**config.mk**
```make
export PLATFORM = sky130hd
export DESIGN_NAME = seven_seg_scan_driver_flat
export DESIGN_NICKNAME = d
export VERILOG_FILES = /design/src/rtl/seven_seg_scan_driver_if.sv /design/src/rtl/seven_seg_scan_driver.sv /design/src/flat_wrapper.sv
export SDC_FILE = /design/constraint.sdc
export NUM_CORES = 1
export LEC_CHECK = 0
export ABC_AREA = 1
export BUFFER_PORTS_ARGS = -buffer_cell sky130_fd_sc_hd__buf_2
export CAP_MARGIN = 20
export CORE_MARGIN = 3
export CORE_UTILIZATION = 59
export DETAILED_ROUTE_END_ITERATION = 7
export HOLD_SLACK_MARGIN = 0.1
export PLACE_DENSITY_LB_ADDON = 0.12
export SYNTH_ARGS = -nofsm -noshare
export SYNTH_HDL_FRONTEND = slang
export SYNTH_SLANG_ARGS = --single-unit
```
**constraint.sdc**
```tcl
create_clock -name clk -period 2.3 [get_ports clk]
set_input_delay 0.46 -clock clk [delete_from_list [all_inputs] [get_ports clk]]
set_output_delay 0.46 -clock clk [all_outputs]
set_load 0.005 [all_outputs]
```
**src/rtl/seven_seg_scan_driver_if.sv**
```systemverilog
// Bus between the value source and the seven-segment scan driver, including the display pins.
// master = lab/datapath side, slave = the driver.
interface seven_seg_scan_driver_if #(
  parameter int NUM_DIGITS = 4,
  parameter int BIN_W      = 14
);
  logic [BIN_W-1:0]      bin_in;
  logic                  load;
  logic [NUM_DIGITS-1:0] dp_in;
  logic                  blank;
  logic                  busy;
  logic                  done;
  logic                  ovf;
  logic [NUM_DIGITS-1:0] an;
  logic [0:6]            seg;
  logic                  dp;

  modport master (
    output bin_in, load, dp_in, blank,
    input  busy, done, ovf, an, seg, dp
  );

  modport slave (
    input  bin_in, load, dp_in, blank,
    output busy, done, ovf, an, seg, dp
  );
endinterface

```
**src/rtl/seven_seg_scan_driver.sv**
```systemverilog
// Time-multiplexed common-anode 7-segment driver with a sequential double-dabble BCD converter.
// Optional macro SEVEN_SEG_LEADING_ZERO_BLANK_EN blanks the segments of leading-zero digits.
module seven_seg_scan_driver #(
  parameter int NUM_DIGITS  = 4,
  parameter int BIN_W       = 14,
  parameter int REFRESH_DIV = 100000
) (
  input logic                    clk,
  input logic                    rst_n,
  seven_seg_scan_driver_if.slave bus
);

  function automatic int bcd_digits(input int w);
    longint unsigned v;
    int n;
    v = (w >= 64) ? '1 : ((64'd1 << w) - 64'd1);
    n = 0;
    for (int i = 0; i < 20; i++) begin
      if (v != 0) begin
        v = v / 10;
        n++;
      end
    end
    return n;
  endfunction

  function automatic longint unsigned pow10(input int n);
    longint unsigned p;
    p = 1;
    for (int i = 0; i < n; i++) p = p * 10;
    return p;
  endfunction

  localparam int BIN_D = bcd_digits(BIN_W);
  localparam int BCD_D = (BIN_D > NUM_DIGITS) ? BIN_D : NUM_DIGITS;
  localparam int BCD_W = 4 * BCD_D;
  localparam longint unsigned LIMIT = pow10(NUM_DIGITS) - 64'd1;
  localparam int DIV_W = $clog2(REFRESH_DIV);
  localparam int IDX_W = (NUM_DIGITS > 1) ? $clog2(NUM_DIGITS) : 1;
  localparam int CNT_W = $clog2(BIN_W + 1);

  function automatic logic [BCD_W-1:0] add3_all(input logic [BCD_W-1:0] b);
    logic [BCD_W-1:0] r;
    r = b;
    for (int i = 0; i < BCD_D; i++) begin
      if (b[4*i +: 4] >= 4'd5) r[4*i +: 4] = b[4*i +: 4] + 4'd3;
    end
    return r;
  endfunction

  function automatic logic [0:6] seg_encode(input logic [3:0] n);
    case (n)
      4'd1:    return 7'b1001111;
      4'd2:    return 7'b0010010;
      4'd3:    return 7'b0000110;
      4'd4:    return 7'b1001100;
      4'd5:    return 7'b0100100;
      4'd6:    return 7'b0100000;
      4'd7:    return 7'b0001111;
      4'd8:    return 7'b0000000;
      4'd9:    return 7'b0000100;
      default: return 7'b0000001;
    endcase
  endfunction

  typedef enum logic [1:0] {IDLE, SHIFT, COMMIT} state_t;

  state_t                  state, state_nxt;
  logic [CNT_W-1:0]        cnt;
  logic [BIN_W-1:0]        cap, bin_sh;
  logic [BCD_W-1:0]        bcd;
  logic [4*NUM_DIGITS-1:0] disp;
  logic                    ovf_r, done_r, busy_c;
  logic [DIV_W-1:0]        div;
  logic [IDX_W-1:0]        idx;
  logic [NUM_DIGITS-1:0]   an_r;
  logic [0:6]              seg_r, seg_nxt;
  logic                    dp_r, dp_sel;
  logic [3:0]              nib;

  always_ff @(posedge clk or negedge rst_n) begin
    if (!rst_n) state <= IDLE;
    else        state <= state_nxt;
  end

  always_comb begin
    state_nxt = state;
    case (state)
      IDLE:    if (bus.load) state_nxt = SHIFT;
      SHIFT:   if (cnt == CNT_W'(1)) state_nxt = COMMIT;
      COMMIT:  state_nxt = IDLE;
      default: state_nxt = IDLE;
    endcase
  end

  always_comb begin
    busy_c = (state != IDLE);
  end

  // Converter control; the display register only moves at COMMIT so partial BCD never shows.
  always_ff @(posedge clk or negedge rst_n) begin
    if (!rst_n) begin
      cnt    <= '0;
      done_r <= 1'b0;
      ovf_r  <= 1'b0;
      disp   <= '0;
    end else begin
      done_r <= (state == COMMIT);
      case (state)
        IDLE:    if (bus.load) cnt <= CNT_W'(BIN_W);
        SHIFT:   cnt <= cnt - CNT_W'(1);
        COMMIT: begin
          disp  <= bcd[4*NUM_DIGITS-1:0];
          ovf_r <= (64'(cap) > LIMIT);
        end
        default: ;
      endcase
    end
  end

  always_ff @(posedge clk) begin
    if (state == IDLE && bus.load) begin
      cap    <= bus.bin_in;
      bin_sh <= bus.bin_in;
      bcd    <= '0;
    end else if (state == SHIFT) begin
      {bcd, bin_sh} <= {add3_all(bcd), bin_sh} << 1;
    end
  end

  always_ff @(posedge clk or negedge rst_n) begin
    if (!rst_n) begin
      div <= '0;
      idx <= '0;
    end else if (div == DIV_W'(REFRESH_DIV - 1)) begin
      div <= '0;
      idx <= (idx == IDX_W'(NUM_DIGITS - 1)) ? '0 : idx + IDX_W'(1);
    end else begin
      div <= div + DIV_W'(1);
    end
  end

`ifdef SEVEN_SEG_LEADING_ZERO_BLANK_EN
  logic [NUM_DIGITS-1:0] zero_from;
  logic                  lz_sel;

  // zero_from[d]: digit d and every digit above it are zero.
  always_comb begin
    zero_from[NUM_DIGITS-1] = (disp[4*(NUM_DIGITS-1) +: 4] == 4'd0);
    for (int d = NUM_DIGITS - 2; d >= 0; d--) begin
      zero_from[d] = zero_from[d+1] && (disp[4*d +: 4] == 4'd0);
    end
  end
`endif

  always_comb begin
    nib     = 4'd0;
    dp_sel  = 1'b0;
`ifdef SEVEN_SEG_LEADING_ZERO_BLANK_EN
    lz_sel  = 1'b0;
`endif
    for (int d = 0; d < NUM_DIGITS; d++) begin
      if (idx == IDX_W'(d)) begin
        nib    = disp[4*d +: 4];
        dp_sel = bus.dp_in[d];
`ifdef SEVEN_SEG_LEADING_ZERO_BLANK_EN
        lz_sel = (d != 0) && zero_from[d];
`endif
      end
    end
    seg_nxt = ovf_r ? 7'b1111110 : seg_encode(nib);
`ifdef SEVEN_SEG_LEADING_ZERO_BLANK_EN
    if (!ovf_r && lz_sel) seg_nxt = 7'b1111111;
`endif
  end

  always_ff @(posedge clk or negedge rst_n) begin
    if (!rst_n) begin
      an_r  <= '1;
      seg_r <= '1;
      dp_r  <= 1'b1;
    end else begin
      an_r  <= bus.blank ? '1 : ~(NUM_DIGITS'(1) << idx);
      seg_r <= seg_nxt;
      dp_r  <= ~dp_sel;
    end
  end

  assign bus.busy = busy_c;
  assign bus.done = done_r;
  assign bus.ovf  = ovf_r;
  assign bus.an   = an_r;
  assign bus.seg  = seg_r;
  assign bus.dp   = dp_r;

endmodule

```
**src/flat_wrapper.sv**
```systemverilog
// flat-port wrapper written by rule: the top's interface ports become plain ports
module seven_seg_scan_driver_flat 
#(
  parameter int NUM_DIGITS  = 4,
  parameter int BIN_W       = 14,
  parameter int REFRESH_DIV = 100000
)
  (clk, rst_n, bus_bin_in, bus_load, bus_dp_in, bus_blank, bus_busy, bus_done, bus_ovf, bus_an, bus_seg, bus_dp);
  seven_seg_scan_driver_if #(.NUM_DIGITS(NUM_DIGITS), .BIN_W(BIN_W)) bus_i ();
  input logic clk;
  input logic rst_n;
  input wire logic [$bits(bus_i.bin_in)-1:0] bus_bin_in;
  input wire logic [$bits(bus_i.load)-1:0] bus_load;
  input wire logic [$bits(bus_i.dp_in)-1:0] bus_dp_in;
  input wire logic [$bits(bus_i.blank)-1:0] bus_blank;
  output wire logic [$bits(bus_i.busy)-1:0] bus_busy;
  output wire logic [$bits(bus_i.done)-1:0] bus_done;
  output wire logic [$bits(bus_i.ovf)-1:0] bus_ovf;
  output wire logic [$bits(bus_i.an)-1:0] bus_an;
  output wire logic [$bits(bus_i.seg)-1:0] bus_seg;
  output wire logic [$bits(bus_i.dp)-1:0] bus_dp;
  assign bus_i.bin_in = bus_bin_in;
  assign bus_i.load = bus_load;
  assign bus_i.dp_in = bus_dp_in;
  assign bus_i.blank = bus_blank;
  assign bus_busy = bus_i.busy;
  assign bus_done = bus_i.done;
  assign bus_ovf = bus_i.ovf;
  assign bus_an = bus_i.an;
  assign bus_seg = bus_i.seg;
  assign bus_dp = bus_i.dp;
  seven_seg_scan_driver #(.NUM_DIGITS(NUM_DIGITS), .BIN_W(BIN_W), .REFRESH_DIV(REFRESH_DIV)) u_core (.clk(clk), .rst_n(rst_n), .bus(bus_i));
endmodule
```
### Word-level counts from Yosys, hierarchy flattened

Memories as Yosys holds them, arrays and structs flattened.
Index checks and enable logic that the tools add are counted.

* register bits: 103
* bits in read-only memories: 112
* input bits: 22
* output and inout port bits: 15
* logic and storage cells: 72
* memories: 1

Memories
* (no name shown): depth 16, width 7, rd ports 1, clocked after Yosys merged registers in 0, write ports 0, RTL line seven_seg_scan_driver.sv:52 `case (n)`

* $add $sub $neg: 8
* magnitude comparators: 6
* eq/ne operators: 9
* shift operators: 1
* mux-type cells: 24
* bitwise logic cells: 2
* reductions and logical operators: 8

Operator list (count)
* two-way mux 4 bit: 10
* two-way mux 14 bit: 2
* greater-or-equal comparator 4 x 3 -> 1 bit (second input constant): 5
* adder 17 x 1 -> 17 bit (second input constant): 1
* equality test 17 bit (second input constant): 1
* two-way mux 17 bit: 1
* adder 4 x 2 -> 4 bit (second input constant): 4
* > comparator 14 bit (second input constant): 1
* case mux 4 bit (2 select lines): 1
* two-way mux 7 bit: 1
* equality test 2 bit (second input constant): 3
* two-way mux 2 bit: 3
* nonzero test 2 bit: 3
* equality test 2 x 1 -> 1 bit (second input constant): 2
* equality test 4 x 1 -> 1 bit (second input constant): 1
* zero test 2 bit: 2
* two-way mux 1 bit: 4
* inverter 4 bit: 1
* case mux 2 bit (2 select lines): 1
* AND reduction 2 bit: 2
* left shift 1 x 2 -> 4 bit (first input constant): 1
* subtractor 4 x 1 -> 4 bit (second input constant): 1
* adder 3 x 2 -> 3 bit (second input constant): 1
* two-way mux 3 bit: 1
* 5 further kinds: 5

### Logic depth before layout (Yosys ltp)

Gate-level depths: netlist of the first run.
An unclocked memory read counts as a cell.

* word-level depth: 7
* gate-level depth with buffers: 13

### Worst setup path after synthesis of the first run

OpenSTA, ideal clock, no wires.

* path type: flip-flop to flip-flop
* start point: register u_core.idx[0]
* end point: register u_core.seg_r, in the netlist u_core.bus.seg[3]
* library setup time: 72 ps
* data arrival time: 1705 ps
* required time: 2228 ps
* setup slack: 523 ps
* cell stages (with the launch flop): 13
* path buffers: 1
* period minus slack after synthesis: 1777 ps
* path through: dfrtp_1 inv_1 ha_1 clkbuf_2 inv_1 nand3_1 nand2_1 o21ai_1 inv_1 ha_1 nand3_1 nand2_1 o21ai_1

* cells in the longest elaborated chain, start to end: 7
* elaborated cells on any way between the ends: 10

RTL lines
* start, declared: RTL line seven_seg_scan_driver.sv:75 `logic [IDX_W-1:0] idx;`
* start signal, assigned: RTL line seven_seg_scan_driver.sv:137 `idx <= (idx == IDX_W'(NUM_DIGITS - 1)) ? '0 : idx + IDX_W'(1);`
* zero test 2 bit: RTL line seven_seg_scan_driver.sv:163 `if (idx == IDX_W'(d)) begin`
* two-way mux 4 bit (3 in series): RTL line seven_seg_scan_driver.sv:163
* two-way mux 4 bit (*): RTL line seven_seg_scan_driver.sv:163
* memory read (16 x 7 bit) (*)
* two-way mux 7 bit (*): RTL line seven_seg_scan_driver.sv:171 `seg_nxt = ovf_r ? 7'b1111110 : seg_encode(nib);`
* net u_core.seg_nxt, one bit: RTL line seven_seg_scan_driver.sv:77 `logic [0:6] seg_r, seg_nxt;`
* end signal, assigned: RTL line seven_seg_scan_driver.sv:184 `seg_r <= seg_nxt;`
* end, declared: RTL line seven_seg_scan_driver.sv:77

Mark *: on every way through the listed nets, which the timed path passes. The rest lies on a longest branch.
A chain may end at the register's enable or synchronous reset.

### Worst setup path after layout of the first run

Ends and elaborated chain as after synthesis.

==> impl_metrics.py, run 1 <==
metrics = {
    "outcome": {
        "status": "complete, no violations",
    },
    "die": {
        "initial_utilization": 0.625,
        "die_area_sq_mm": 0.00847,
        "std_cell_rows": 30,
        "fp.dieH_um": 92.0,
        "core_sq_mm": 0.00698,
        "ios": 37,
        "fp.dieW_um": 92.0,
    },
    "setup_path": {
        "arrival_ps": 2320,
        "end_kind": "register",
        "crit_path_start_kind": "register",
        "rr_endpoint": "u_core.bus.seg[3]$_DFF_PN1_",
        "critical_path_class": "reg2reg",
        "crit_fanout": 8,
        "r2r_start": "u_core.idx[0]$_DFFE_PN0N_",
        "cp.required_ps": 2590,
        "cp-startpoint": "u_core.idx[0]$_DFFE_PN0N_",
        "r2r_slack_ps": 270,
        "setup.worst_path.end": "u_core.bus.seg[3]$_DFF_PN1_",
        "r2r_cells": 11,
    },
    "finish": {
        "nets": 569,
        "layout_commonest_cell": "nand2_1",
        "drive_above_1_share": 0.177,
        "syn2layout_area_growth_pct": 11.9,
        "fillers": 559,
        "postLayoutCoreUtil": 0.700,
        "diodes": 0,
        "final_cell_mix": "115 x nand2_1, 63 x o21ai_0, 57 x inv_1",
        "stdcell_count": 632,
    },
    "detailed_routing": {
        "wl_per_cell_um": 12.4,
        "drt_iter0_drc": 159,
        "vias_per_cell": 5.16,
        "via_count": 3258,
        "wl_um": 7860,
        "drc": 0,
        "first_pass_iters": 6,
        "ant_nets": 0,
    },
    "timing": {
        "drv_slew": 0,
        "relSlewSlack": 0.706,
        "rsz0062_at_grt": "no",
        "tns_ps": 0,
        "setup_viol": 0,
        "worstMarginPinSlew_ps": 440,
        "hold_viol": 0,
        "finalCriticalPeriod_ps": 2030,
        "fmax_ghz": 0.492,
        "fin_worst_skew_ps": 9.65,
        "fin_crit_sh": 0.883,
    },
    "global_route": {
        "grt_max_degree": 40,
        "grt_usage": 0.198,
        "antenna_found_initial": 0,
        "grt_pass1_vias": 3008,
        "grt_pass1_wl_um": 13500,
        "grt_overflow": 0,
    },
    "clock_network": {
        "cts-resized-gates": 0,
        "cts_tree": "yes",
        "clkTransAtPathRegs_ps": 90,
        "insertion_delay_ps": 360,
        "root_buffer": "clkbuf_8",
        "cts.sinks": 95,
        "htreeDepth": 3,
        "clock_path_buffers": 2,
        "cts_buffers": 9,
    },
    "synthesis": {
        "synthTopCellsByArea": "dfrtp_1 25%, edfxtp_1 17%, nand2_1 9.9%",
        "netlist.top_cell.by_area": "dfrtp_1",
        "synth_compound_area_frac": 0.112,
        "synthMuxAreaShare": 0,
        "synthesis.area_sq_mm": 0.00437,
        "synthXorXnorAreaFrac": 0.0221,
        "yosys.area_share.simple": 0.200,
        "synth_top_family_by_area": "simple AND/OR/NAND/NOR gates",
        "ys_ff_latch": 95,
        "yosysTopAreaCellShare": 0.246,
        "synth_fa_ha_area_frac": 0.0459,
        "yosysWarnings": 0,
        "netlist_instances": 485,
        "synth_nets": 523,
        "synth_cell_type_count": 34,
        "postSynthAreaPerCell_sq_um": 9.00,
        "seq_area_frac_synth": 0.557,
    },
    "placed_design": {
        "place_congestion": 0.945,
        "placed_cells": 615,
        "port_buffers": 36,
        "dp_hpwl_um": 5730,
    },
    "worst_hold_path": {
        "hold_path.class": "in2reg",
        "min-delay-start": "bus_dp_in[3]",
    },
    "job": {
        "cap_violations": 0,
    },
    "pwr": {
        "leakagePower_nw": 2.32,
        "pwr_density_cell_mw_per_mm2": 1060,
        "ir_worst_vdd_uv": 644,
    },
}
==> where the power goes <==
part / switching (W) / internal (W)
sequential: 0.000263 / 0.00233
clock: 0.000580 / 0.000443
combinational: 0.000975 / 0.000600
==> routing by layer <==
layer / share of wire / track usage / vias up
li1: - / - / 1674
met1: 0.49 / 0.273 / 1499
met2: 0.46 / 0.313 / 72
met3: 0.039 / 0.0295 / 13
met4: 0.015 / 0.0866 / 0
met5: 0 / 0 / -
==> through the flow <==
step | setup WS (ps) | hold slack, ps | cell area, sq um | power [W]
floorplan | 523 | 164 | 4370 | 0.00370
global placement | 408 | 391 | 4690 | 0.00412
detailed placement | 295 | 397 | 4690 | 0.00420
CTS | 289 | 218 | 4890 | 0.00523
global route | 84.6 | 231 | 4890 | 0.00561
finish | 269 | 232 | 4890 | 0.00519
==> synthesized netlist by cell type, drive strengths merged <==
cell type / count
a31oi: 1
dfrtp: 43
ha: 16
a21oi: 19
nand2: 119
xor2: 10
nor3: 9
xnor2: 1
o21ai: 70
o21bai: 1
clkbuf: 5
or2: 2
nor4: 4
a22oi: 1
dfstp: 12
nor2: 37
o311ai: 1
dfxtp: 16
nand3: 26
edfxtp: 24
buf: 4
inv: 62
nand4: 2
==> sequential cells by signal, summed over array words and instances, names as in the netlist, 4 cells and up <==
signal,flops
u_core.bcd,16
u_core.bin_sh,14
u_core.bus.an,4
u_core.bus.seg,7
u_core.cap,10
u_core.cnt,4
u_core.disp,16
u_core.div,17
==> worst min path at each step <==
| stage | end | cells past startpoint |
|---|---|---|
| 3_3_place_gp | u_core.bus.seg[6]$_DFF_PN1_ | 1 |
| 4_1_cts | u_core.bus.dp$_DFF_PN1_ | 2 |
| 3_5_place_dp | u_core.bus.seg[6]$_DFF_PN1_ | 1 |
| 2_1_floorplan | u_core.bus.done$_DFF_PN0_ | 0 |
| 5_1_grt | u_core.bus.dp$_DFF_PN1_ | 2 |
| 6_report | u_core.bus.dp$_DFF_PN1_ | 2 |
==> critical path, cell delays in order (launching register included) <==
cell	delay, ps
dfrtp_1	420
inv_1	120
ha_1	310
inv_1	130
nand3_1	100
nand2_1	50
o21ai_1	160
inv_1	80
ha_1	300
nand3_1	100
nand2_1	60
o21ai_1	140
==> area by class of cell <==
class,instances,area (sq um),share of cell area
inverter,62,233,0.0476
multi-input combinational,319,1660,0.340
clock buffer,11,145,0.0297
tap,96,120,0.0246
timing repair buffer,44,255,0.0522
sequential,95,2430,0.498
clock inverter,5,40.0,0.00819
==> kinds of logic after synthesis <==
group / Yosys count
AOI/OAI and AO/OA: 93
xor gates and xnor gates: 11
adders and majority gates: 16
buffers and inverters: 71
DFF: 95
and+or+nand+nor: 199
==> repair_timing <==
action                                 CTS  global route
endpoints found under the hold margin   16             0
setup endpoints to repair                0             0
buffers inserted                         0             0
hold buffers                             1             0
No activity file was read; power rests on OpenSTA's default activity.
==> run 2: changes to the inputs <==
- CORE_UTILIZATION: 59 -> 60
- clock period: 2.3 -> 2.4 ns (I/O delays scaled with it)
==> run 2 against run 1 <==
Net effect:
- global-route usage grew 1.8 points
- utilization grew 0.89 points
- count of clock-buffer cells in the layout decreased by 2
- worst setup slack improved by 77 ps
- design area up 0.18%
- critical endpoint unchanged
==> impl_metrics.py, run 2 (synthesis results as in run 1) <==
metrics = {
    "pwr": {
        "ir_worst_vdd_uv": 633,
        "pwr_density_cell_mw_per_mm2": 1040,
        "leakagePower_nw": 2.32,
        "total_power_w": 0.00507,
    },
    "setup_path": {
        "r2r_start": "u_core.idx[0]$_DFFE_PN0N_",
        "critical_path_class": "reg2reg",
        "slowest_stage": "dfrtp_1",
        "cp_slowest_stage_delay_ps": 420,
        "arrival_ps": 2350,
        "rr_endpoint": "u_core.bus.seg[3]$_DFF_PN1_",
        "r2r_slack_ps": 350,
        "end_kind": "register",
        "r2r_cells": 11,
        "path_common_cell": "inv_1",
        "worstPathCellList": "inv_1, ha_1, inv_1, nand3_1, nand2_1, o21ai_1, inv_1, ha_1, nand3_1, nand2_1, o21ai_1",
        "setup.worst_path.end": "u_core.bus.seg[3]$_DFF_PN1_",
        "crit_fanout": 8,
        "cp.required_ps": 2700,
        "crit_path_start_kind": "register",
        "cp-startpoint": "u_core.idx[0]$_DFFE_PN0N_",
    },
    "placed_design": {
        "place_area_sq_mm": 0.00468,
        "dp_hpwl_um": 5770,
        "placed_cells": 614,
        "place_congestion": 0.930,
        "port_buffers": 36,
    },
    "detailed_routing": {
        "drt_iter0_drc": 162,
        "ant_nets": 0,
        "first_pass_iters": 4,
        "drc": 0,
        "wl_per_cell_um": 12.7,
        "vias_per_cell": 5.27,
        "wl_um": 8040,
        "via_count": 3327,
    },
    "worst_hold_path": {
        "hold_path.class": "in2reg",
    },
    "finish": {
        "syn2layout_area_growth_pct": 12.1,
        "stdcell_count": 631,
        "fillers": 588,
        "ff_latch_area_sq_mm": 0.00243,
        "multi_input_area_sq_mm": 0.00166,
        "layout_commonest_cell": "nand2_1",
        "largestRegisters": "u_core.div: 17 flops, u_core.bcd: 16 flops, u_core.disp: 16 flops",
        "final_cell_mix": "115 x nand2_1, 63 x o21ai_0, 57 x inv_1",
        "drive_above_1_share": 0.174,
        "largest_reg_flops": 17,
        "postLayoutCoreUtil": 0.709,
        "diodes": 0,
        "nets": 568,
        "stdcell_area_sq_mm": 0.00489,
        "regMostFlops": "u_core.div",
    },
    "clock_network": {
        "cts_buffers": 9,
        "clkTransAtPathRegs_ps": 100,
        "root_buffer": "clkbuf_8",
        "htreeDepth": 3,
        "insertion_delay_ps": 360,
        "cts.sinks": 95,
        "cts-resized-gates": 0,
        "clock_path_buffers": 2,
        "cts_tree": "yes",
    },
    "die": {
        "core_sq_mm": 0.00691,
        "fp.dieW_um": 91.3,
        "ios": 37,
        "initial_utilization": 0.632,
        "fp.dieH_um": 91.3,
        "die_area_sq_mm": 0.00833,
        "std_cell_rows": 30,
    },
    "job": {
        "cap_violations": 0,
    },
    "timing": {
        "tns_ps": 0,
        "finalCriticalPeriod_ps": 2050,
        "drv_slew": 0,
        "hold_viol": 0,
        "fin_crit_sh": 0.856,
        "fmax_ghz": 0.487,
        "rsz0062_at_grt": "no",
        "setup_viol": 0,
        "fin_worst_skew_ps": 8.00,
        "worstMarginPinSlew_ps": 495,
        "relSlewSlack": 0.669,
    },
    "global_route": {
        "grt_usage": 0.216,
        "grt_pass1_wl_um": 14600,
        "antenna_found_initial": 0,
        "grt_pass1_vias": 3285,
        "grt_overflow": 0,
        "grt_max_degree": 40,
    },
    "outcome": {
        "status": "complete, no violations",
    },
}
run 2: changes by cell type in the layout (fill, tap and decap cells not counted):
cell / change
clkbuf_4: -1
buf_4: -1
clkbuf_8: -1
clkinvlp_4: +1
clkinv_1: +1
clkinv_4: -2
inv_6: +1
bufinv_16: +1
inv_8: +1
inv_4: -1
run 2: final cells by class:
class / instances / area share
clock buffer: 9 / 0.0253
multi-input combinational: 319 / 0.339
inverter: 62 / 0.0475
tap: 96 / 0.0245
timing repair buffer: 43 / 0.0506
clock inverter: 7 / 0.0158
sequential: 95 / 0.497
run 2: worst max-delay path, delay by kind of cell, from the launching register on:
| family | cells | cell delay [ps] |
|---|---|---|
| adder cells (fa/ha/maj) | 2 | 620 |
| flip-flops | 1 | 420 |
| buffers and inverters | 3 | 340 |
| AND/OR/NAND/NOR | 4 | 330 |
| AO/OA/AOI/OAI | 2 | 290 |
run 2: worst min-delay path by stage:
stage,start,endpoint,slack (ps),depth (start not counted)
floorplan,rst_n,u_core.bus.done$_DFF_PN0_,180,0
detailed placement,u_core.bus.ovf$_DFFE_PN0P_,u_core.bus.seg[6]$_DFF_PN1_,400,1
global route,bus_dp_in[3],u_core.bus.dp$_DFF_PN1_,280,2
global placement,u_core.bus.ovf$_DFFE_PN0P_,u_core.bus.seg[6]$_DFF_PN1_,390,1
finish,bus_dp_in[3],u_core.bus.dp$_DFF_PN1_,260,2
CTS,bus_dp_in[3],u_core.bus.dp$_DFF_PN1_,250,2
run 2: metal layers:
metal / wire, um / up-vias / part of all wire / track usage
li1: - / 1669 / - / -
met1: 3820 / 1564 / 0.48 / 0.285
met2: 3700 / 76 / 0.46 / 0.354
met3: 348 / 18 / 0.043 / 0.0439
met4: 169 / 0 / 0.021 / 0.0804
met5: 0 / - / 0 / 0
run 2: where the power goes:
| group | leakage, nW | total [W] | switching [W] | internal [W] |
|---|---|---|---|---|
| sequential | 1.07 | 0.00249 | 0.000254 | 0.00224 |
| clock | 0.0958 | 0.00108 | 0.000590 | 0.000493 |
| combinational | 1.16 | 0.00150 | 0.000939 | 0.000563 |
| total | 2.32 | 0.00507 | 0.00178 | 0.00329 |
run 2: repair_timing:
action                    in CTS  in global routing
hold endpoints to repair      16                  0
setup buffers                  0                  0
hold buffers                   1                  0
run 2: per-stage QoR:
step | setup slack, ps | hold WS, ps
6_report | 345 | 258
5_1_grt | 157 | 276
4_1_cts | 361 | 248
3_5_place_dp | 389 | 398
3_3_place_gp | 508 | 392
2_1_floorplan | 623 | 184
